==> src/rtl/lane_mode_ctrl.sv <==
// Lane-mode switch sequencer: quiesces the link, drains TX, holds the lane-clock
// divider in reset while its mode input changes, then settles and re-enables the link.
module lane_mode_ctrl #(
    parameter bit          INIT_SINGLE_LANE = 1'b0,
    parameter int unsigned DRAIN_CYCLES     = 4,
    parameter int unsigned RST_CYCLES       = 2,
    parameter int unsigned SETTLE_CYCLES    = 16,
    parameter int unsigned IDLE_TIMEOUT     = 256
) (
    input  logic clk_in,
    input  logic rst_n,
    input  logic req_valid,
    input  logic req_single_lane,
    output logic req_ready,
    input  logic tx_idle,
    output logic div_rst_n,
    output logic div_single_lane,
    output logic link_en,
    output logic busy,
    output logic switch_done,
    output logic err_timeout
);

    localparam int unsigned MAX_AB  = (DRAIN_CYCLES > RST_CYCLES) ? DRAIN_CYCLES : RST_CYCLES;
    localparam int unsigned MAX_CNT = (MAX_AB > SETTLE_CYCLES) ? MAX_AB : SETTLE_CYCLES;
    localparam int unsigned CNT_W   = $clog2(MAX_CNT) + 1;
    localparam int unsigned TO_W    = $clog2(IDLE_TIMEOUT) + 1;

    typedef enum logic [1:0] {
        RUN,
        WAIT_IDLE,
        DIV_RST,
        SETTLE
    } state_t;

    state_t            state_q, state_d;
    logic [CNT_W-1:0]  cnt_q, cnt_d;
    logic [TO_W-1:0]   to_cnt_q, to_cnt_d;
    logic              mode_q, mode_d;
    logic              from_req_q, from_req_d;

    logic              req_ready_q, req_ready_d;
    logic              div_rst_n_q, div_rst_n_d;
    logic              div_sl_q, div_sl_d;
    logic              link_en_q, link_en_d;
    logic              busy_q, busy_d;
    logic              done_q, done_d;
    logic              err_q, err_d;

    logic              drain_hit;
    logic              to_hit;

    always_ff @(posedge clk_in or negedge rst_n) begin
        if (!rst_n) begin
            state_q     <= DIV_RST;
            cnt_q       <= '0;
            to_cnt_q    <= '0;
            mode_q      <= INIT_SINGLE_LANE;
            from_req_q  <= 1'b0;
            req_ready_q <= 1'b0;
            div_rst_n_q <= 1'b0;
            div_sl_q    <= INIT_SINGLE_LANE;
            link_en_q   <= 1'b0;
            busy_q      <= 1'b1;
            done_q      <= 1'b0;
            err_q       <= 1'b0;
        end else begin
            state_q     <= state_d;
            cnt_q       <= cnt_d;
            to_cnt_q    <= to_cnt_d;
            mode_q      <= mode_d;
            from_req_q  <= from_req_d;
            req_ready_q <= req_ready_d;
            div_rst_n_q <= div_rst_n_d;
            div_sl_q    <= div_sl_d;
            link_en_q   <= link_en_d;
            busy_q      <= busy_d;
            done_q      <= done_d;
            err_q       <= err_d;
        end
    end

    always_comb begin
        state_d    = state_q;
        cnt_d      = cnt_q;
        to_cnt_d   = to_cnt_q;
        mode_d     = mode_q;
        from_req_d = from_req_q;
        err_d      = err_q;
        done_d     = 1'b0;
        drain_hit  = 1'b0;
        to_hit     = 1'b0;

        unique case (state_q)
            RUN: begin
                if (req_valid && req_ready_q) begin
                    if (req_single_lane == div_sl_q) begin
                        done_d = 1'b1;
                    end else begin
                        mode_d     = req_single_lane;
                        from_req_d = 1'b1;
                        state_d    = WAIT_IDLE;
                        cnt_d      = '0;
                        to_cnt_d   = '0;
                    end
                end
            end
            WAIT_IDLE: begin
                // A drain completing on the timeout cycle wins, so no error is flagged.
                drain_hit = tx_idle && (cnt_q == CNT_W'(DRAIN_CYCLES - 1));
                to_hit    = (to_cnt_q == TO_W'(IDLE_TIMEOUT - 1));
                cnt_d     = tx_idle ? (cnt_q + CNT_W'(1)) : '0;
                to_cnt_d  = to_cnt_q + TO_W'(1);
                if (drain_hit || to_hit) begin
                    state_d = DIV_RST;
                    cnt_d   = '0;
                    if (!drain_hit) begin
                        err_d = 1'b1;
                    end
                end
            end
            DIV_RST: begin
                cnt_d = cnt_q + CNT_W'(1);
                if (cnt_q == CNT_W'(RST_CYCLES - 1)) begin
                    state_d = SETTLE;
                    cnt_d   = '0;
                end
            end
            SETTLE: begin
                cnt_d = cnt_q + CNT_W'(1);
                if (cnt_q == CNT_W'(SETTLE_CYCLES - 1)) begin
                    state_d    = RUN;
                    cnt_d      = '0;
                    done_d     = from_req_q;
                    from_req_d = 1'b0;
                end
            end
            default: begin
                state_d = DIV_RST;
                cnt_d   = '0;
            end
        endcase

        // Outputs are registered copies of the next state's decode.
        req_ready_d = (state_d == RUN);
        link_en_d   = (state_d == RUN);
        busy_d      = (state_d != RUN);
        div_rst_n_d = (state_d != DIV_RST);
        div_sl_d    = (state_d == DIV_RST) ? mode_q : div_sl_q;
    end

    assign req_ready       = req_ready_q;
    assign div_rst_n       = div_rst_n_q;
    assign div_single_lane = div_sl_q;
    assign link_en         = link_en_q;
    assign busy            = busy_q;
    assign switch_done     = done_q;
    assign err_timeout     = err_q;

endmodule
==> config.mk <==
export PLATFORM = sky130hd
export DESIGN_NAME = lane_mode_ctrl
export DESIGN_NICKNAME = d
export VERILOG_FILES = /design/src/rtl/lane_mode_ctrl.sv
export SDC_FILE = /design/constraint.sdc
export NUM_CORES = 1
export LEC_CHECK = 0
export CORE_MARGIN = 5
export CORE_UTILIZATION = 56
export DETAILED_ROUTE_END_ITERATION = 8
export PLACE_DENSITY = 0.84
export SYNTH_ARGS = -nofsm -noshare
export SYNTH_HDL_FRONTEND = slang
export SYNTH_SLANG_ARGS = --single-unit
==> constraint.sdc <==
create_clock -name clk_in -period 2.6 [get_ports clk_in]
set_clock_uncertainty 0.1 [all_clocks]
set_input_delay 0.52 -clock clk_in [delete_from_list [all_inputs] [get_ports clk_in]]
set_output_delay 0.52 -clock clk_in [all_outputs]
set_load 0.02 [all_outputs]
# Word-level counts from Yosys, hierarchy flattened
# Index checks and enable logic that the tools add are counted.
# op_classes
add_sub_neg	2
eq_ne	13
muxes	24
bitwise_logic	2
reduce_logical	13
# op_table
cell	count
2-to-1 mux 5 bit	6
one-hot mux 5 bit (4 select lines)	1
2-to-1 mux 9 bit	2
one-hot mux 9 bit (2 select lines)	1
2-to-1 mux 2 bit	5
adder 9 x 1 -> 9 bit (second input constant)	1
== test 9 x 8 -> 1 bit (second input constant)	1
AND reduction 3 bit	3
!= test 2 bit (second input constant)	4
one-hot mux 2 bit (4 select lines)	1
== test 2 bit (second input constant)	3
2-to-1 mux 1 bit	6
nonzero test 2 bit	3
adder 5 x 1 -> 5 bit (second input constant)	1
== test 5 x 1 -> 1 bit (second input constant)	1
== test 5 x 2 -> 1 bit (second input constant)	1
== test 5 x 4 -> 1 bit (second input constant)	1
logical NOT 2 bit	2
one-hot mux 1 bit (2 select lines)	2
AND reduction 4 bit	1
== test 2 x 1 -> 1 bit (second input constant)	1
logical AND 1 bit	2
NOT 1 bit	2
AND reduction 2 bit	1
other kinds (2)	2
# word_totals
regBits	24
in_bits	5

# Longest topological paths before layout
# depth
word_depth	6
mapped_depth	9
mapped_depth_nobuf	9

# Worst setup path after synthesis
# OpenSTA, ideal clock, no wires.
# synth_path
path_type	register to register
from	register cnt_q[0]
to	register div_sl_q (netlist: div_single_lane)
setup_ns	0.125
arrival_ns	2.009
setup_slack_ns	0.366
stages_incl_launch_ff	9
path_buffers	0
synth_period_minus_slack_ns	2.234
path_cell_list	dfrtp_1 -> ha_1 -> and3_1 -> ha_1 -> nand2b_1 -> and4_1 -> o32ai_2 -> nand2b_4 -> mux2_4
# synth_between
elab_chain_cells	6
# synth_rtl
item	line_no	source
start: declaration	37	logic [CNT_W-1:0] cnt_q, cnt_d;
start signal: assignment	69	cnt_q <= cnt_d;
== test 5 x 2 -> 1 bit	110	drain_hit = tx_idle && (cnt_q == CNT_W'(DRAIN_CYCLES - 1));
logical AND 1 bit	110	
logical OR 1 bit	114	if (drain_hit || to_hit) begin
2-to-1 mux 2 bit	114	
one-hot mux 2 bit (4 select lines) (*)	94	unique case (state_q)
via state_d[0]	36	state_t state_q, state_d;
== test 2 bit (*)	149	div_sl_d = (state_d == DIV_RST) ? mode_q : div_sl_q;
end signal: assignment	75	div_sl_q <= div_sl_d;
end: declaration	44	logic div_sl_q, div_sl_d;
# Mark *: on every way through the listed nets, which the timed path passes. The rest lies on a longest branch.
# A chain may end at the register's enable or synchronous reset.

# Worst setup path after layout
# Same ends and word-level chain as after synthesis.

==> key figures <==
Global route
  • Largest net degree at the start of global routing: 15
  • GRT Resource Usage Total: approximately a fifth
  • Via count of the first global-routing pass: 1152
  • First-pass GRT wire length: 5140 um
  • Total grt overflow: 0
  • Initial antenna violation count: 0

Clock network
  • Cts-stage hold buffer count: 0
  • Clock transition time at the flip-flop clock pins of the worst setup and hold paths: 130 ps
  • Clk root buf: sky130_fd_sc_hd__clkbuf_4
  • TritonCTS clock tree: done
  • Clk Latency, worst-skew pair: around 310 ps
  • Number of sinks driven by the clock tree: 24
  • Number of buffers added for setup after CTS: 0
  • Inserted Clock Buffers: 3
  • Total number of H-tree levels: 1
  • Number of instances resized during post-cts repair: 0
  • Maximum clock insertion buffer count: 2

Synthesis
  • Adder-cell area share of the yosys netlist: approximately a tenth
  • Share of the synthesized area in the top cell type: 39.4%
  • Synth Net Count: 158
  • Share of synthesized area spent on multiplexers: 1.79%
  • Number of register bits inferred by synthesis: 24
  • Flip-flop cell with the highest count after synthesis: sky130_fd_sc_hd__dfrtp_1
  • Post-synthesis instance area: about 0.0014 mm2
  • Proportion of synthesized flip-flops having asynchronous set or reset: 100%
  • Proportion of synthesized chip area in sequential cells: between 40% and 50%
  • Average cell area after synthesis: about 9.8 um2
  • Main combinational cell family by area after synthesis: simple AND/OR/NAND/NOR gates
  • Simple-gate portion of the synthesized area: ~22%
  • Synth Instances: around 140
  • Cell variety after synth: 38
  • Ys Warns: 0
  • Dominant cell type by area after synthesis: sky130_fd_sc_hd__dfrtp_1
  • Area contributors post-synth: sky130_fd_sc_hd__dfrtp_1, sky130_fd_sc_hd__ha_1, sky130_fd_sc_hd__dfstp_2, sky130_fd_sc_hd__nor2_1, sky130_fd_sc_hd__o21ai_0
  • EDFF count, synth: 0
  • Fraction of synthesized cell area in xor and xnor cells: 4.39%
  • Fraction of the mapped netlist area in compound gates: 15.3%

Die
  • Total die area: between 0.003 and 0.004 mm2
  • Vertical extent of the die: 59.9 um
  • Initial standard-cell utilization of the core: about 57%
  • Die width: around 60 um
  • # rows: 18
  • Number of placed I/O pins: 12
  • Core area: between 0.002 and 0.0025 mm2

Power and ir drop
  • Power per cell area: 796 mW/mm2
  • IR Drop Worst-Case VDD: between 0.0006 and 0.0007 V
  • Leakage power total: 0.677 nW

Timing
  • Worst-case headroom to the max-slew limit: 62.7%
  • Worst setup slack after layout: ~150 ps
  • Peak Freq: 408 MHz
  • Final Setup Violations: 0
  • Count of final max-slew check failures: 0
  • Final sum of negative setup slack: 0 ps
  • Final Hold Viols: 0
  • Smallest hold slack: 400 ps
  • Setup repair after global routing missed its margin: no
  • Final critical-path required period: 2450 ps
  • Worst slew pin tran: 555 ps
  • Final period util: around 94%

Critical path
  • Crit path arrival time: 2560 ps
  • Worst EP required: 2710 ps
  • Peak fanout along the critical path: 5
  • Startpoint type of the worst setup path: register
  • Crit. End Element: register
  • Type of the setup path with the least slack: register to register

Hold path
  • Type of the most critical hold path: register to register

Cells and area
  • Share of post-route cells with drive strength above 1: under 10%
  • Most frequent cells in the layout: sky130_fd_sc_hd__dfrtp_1, sky130_fd_sc_hd__nor2_1, sky130_fd_sc_hd__nand2_1
  • Number of diodes: 0
  • Commonest non-fill, non-tap cell in the layout: sky130_fd_sc_hd__dfrtp_1
  • Layout-stage area growth over the synthesis result: 13.2%
  • Number of nets in the layout: 175

Routing
  • Count of unresolved DRC violations after routing: 0
  • Detailed-route vias per instance: approximately 6
  • Initial DRC Count: 55
  • Detailed Routing Iterations Pass 1: 4
  • Number of vias after detailed routing: 1123
  • Avg WL per Cell: 15.3 um
  • WL final: 2880 um
  • ANT nets after route: 0

Place
  • Detailed Place HPWL: around 2200 um
  • Count of port buffers added during placement: 11
  • Final Wtd Congestion: approximately 0.88
  • Post-Place Setup Slack: 181 ps

Run status
  • Outcome: complete, no violations

Flow run
  • Max_cap viols: 0
[per-stage QoR]
stage | cell area [um2] | cells | utilization [%] | power, mW
after global placement | 1550 | 184 | 63.9 | 1.06
after detailed placement | 1550 | 184 | 63.9 | 1.09
after CTS | 1580 | 188 | 65.0 | 1.26
after floorplan | 1400 | 142 | - | 0.917
after global routing | 1580 | 188 | 65.0 | 1.36
final | 1580 | 188 | 65.0 | 1.26
[path summary, 6_finish.rpt]
| kind | from | to | slack (ps) | cells after the start |
|---|---|---|---|---|
| worst max-delay path | cnt_q[0]$_DFFE_PN0P_ | div_single_lane$_DFFE_PN0N_ | 150 | 8 |
| worst min-delay path | err_timeout$_DFFE_PN0P_ | err_timeout$_DFFE_PN0P_ | 400 | 1 |
| worst max register to register | cnt_q[0]$_DFFE_PN0P_ | div_single_lane$_DFFE_PN0N_ | 150 | 8 |
| worst min register to register | err_timeout$_DFFE_PN0P_ | err_timeout$_DFFE_PN0P_ | 400 | 1 |
| max in group asynchronous | rst_n | mode_q$_DFFE_PN0P_ | 1430 | 2 |
| min in group asynchronous | rst_n | cnt_q[0]$_DFFE_PN0P_ | 410 | 1 |
[registers in the layout (all words and copies together), names as in the netlist]
register,count
cnt_q,5
to_cnt_q,9
div_rst_n,1
div_single_lane,1
switch_done,1
from_req_q,1
err_timeout,1
busy,1
link_en,1
state_q,2
mode_q,1
[power breakdown]
group	switching (mW)	internal, mW
Clock	0.106	0.0598
Sequential	0.0902	0.466
Combinational	0.304	0.231
Total	0.500	0.757
[layer usage]
metal	global-route usage, %	wire [um]	vias to the layer above
met2	31.8	1380	49
met1	22.9	1230	535
met5	0	0	-
met3	3.02	184	12
li1	-	-	527
met4	8.54	78	0
[layout make-up]
type	count	area [um2]
multi-input cells	106	743
inverters	10	37.5
fillers	185	852
repair buffers	14	133
clock buffers	4	26.3
flip-flops and latches	24	603
well taps	30	37.5
[critical path: stages, from the launching register on]
cell and delay [ps]:
sky130_fd_sc_hd__dfrtp_1 450, sky130_fd_sc_hd__ha_1 250, sky130_fd_sc_hd__and3_1 170, sky130_fd_sc_hd__ha_1 220, sky130_fd_sc_hd__nand2b_1 170, sky130_fd_sc_hd__and4_1 220, sky130_fd_sc_hd__o32ai_2 290, sky130_fd_sc_hd__nand2b_4 200
sky130_fd_sc_hd__mux2_4 290
[cell usage after synthesis, types with 3 or more instances]
cell	count
sky130_fd_sc_hd__dfrtp_1	22
sky130_fd_sc_hd__nor2_1	14
sky130_fd_sc_hd__nand2_1	12
sky130_fd_sc_hd__ha_1	11
sky130_fd_sc_hd__inv_1	10
sky130_fd_sc_hd__o21ai_0	9
sky130_fd_sc_hd__nand2b_1	5
sky130_fd_sc_hd__nor3_1	5
sky130_fd_sc_hd__o21ai_1	5
sky130_fd_sc_hd__nand3_1	4
sky130_fd_sc_hd__nor2b_1	4
sky130_fd_sc_hd__xor2_1	4
sky130_fd_sc_hd__and3_1	3
sky130_fd_sc_hd__xnor2_1	3
[cell families (layout without fill, tap and decap cells)]
family	Yosys count	after routing
fa+ha+maj	11	11
buf+inv	12	28
xor+xnor	7	7
compound gates	30	30
simple gates	56	56
mux	2	2
flops	24	24
No activity file was read; power rests on OpenSTA's default activity.
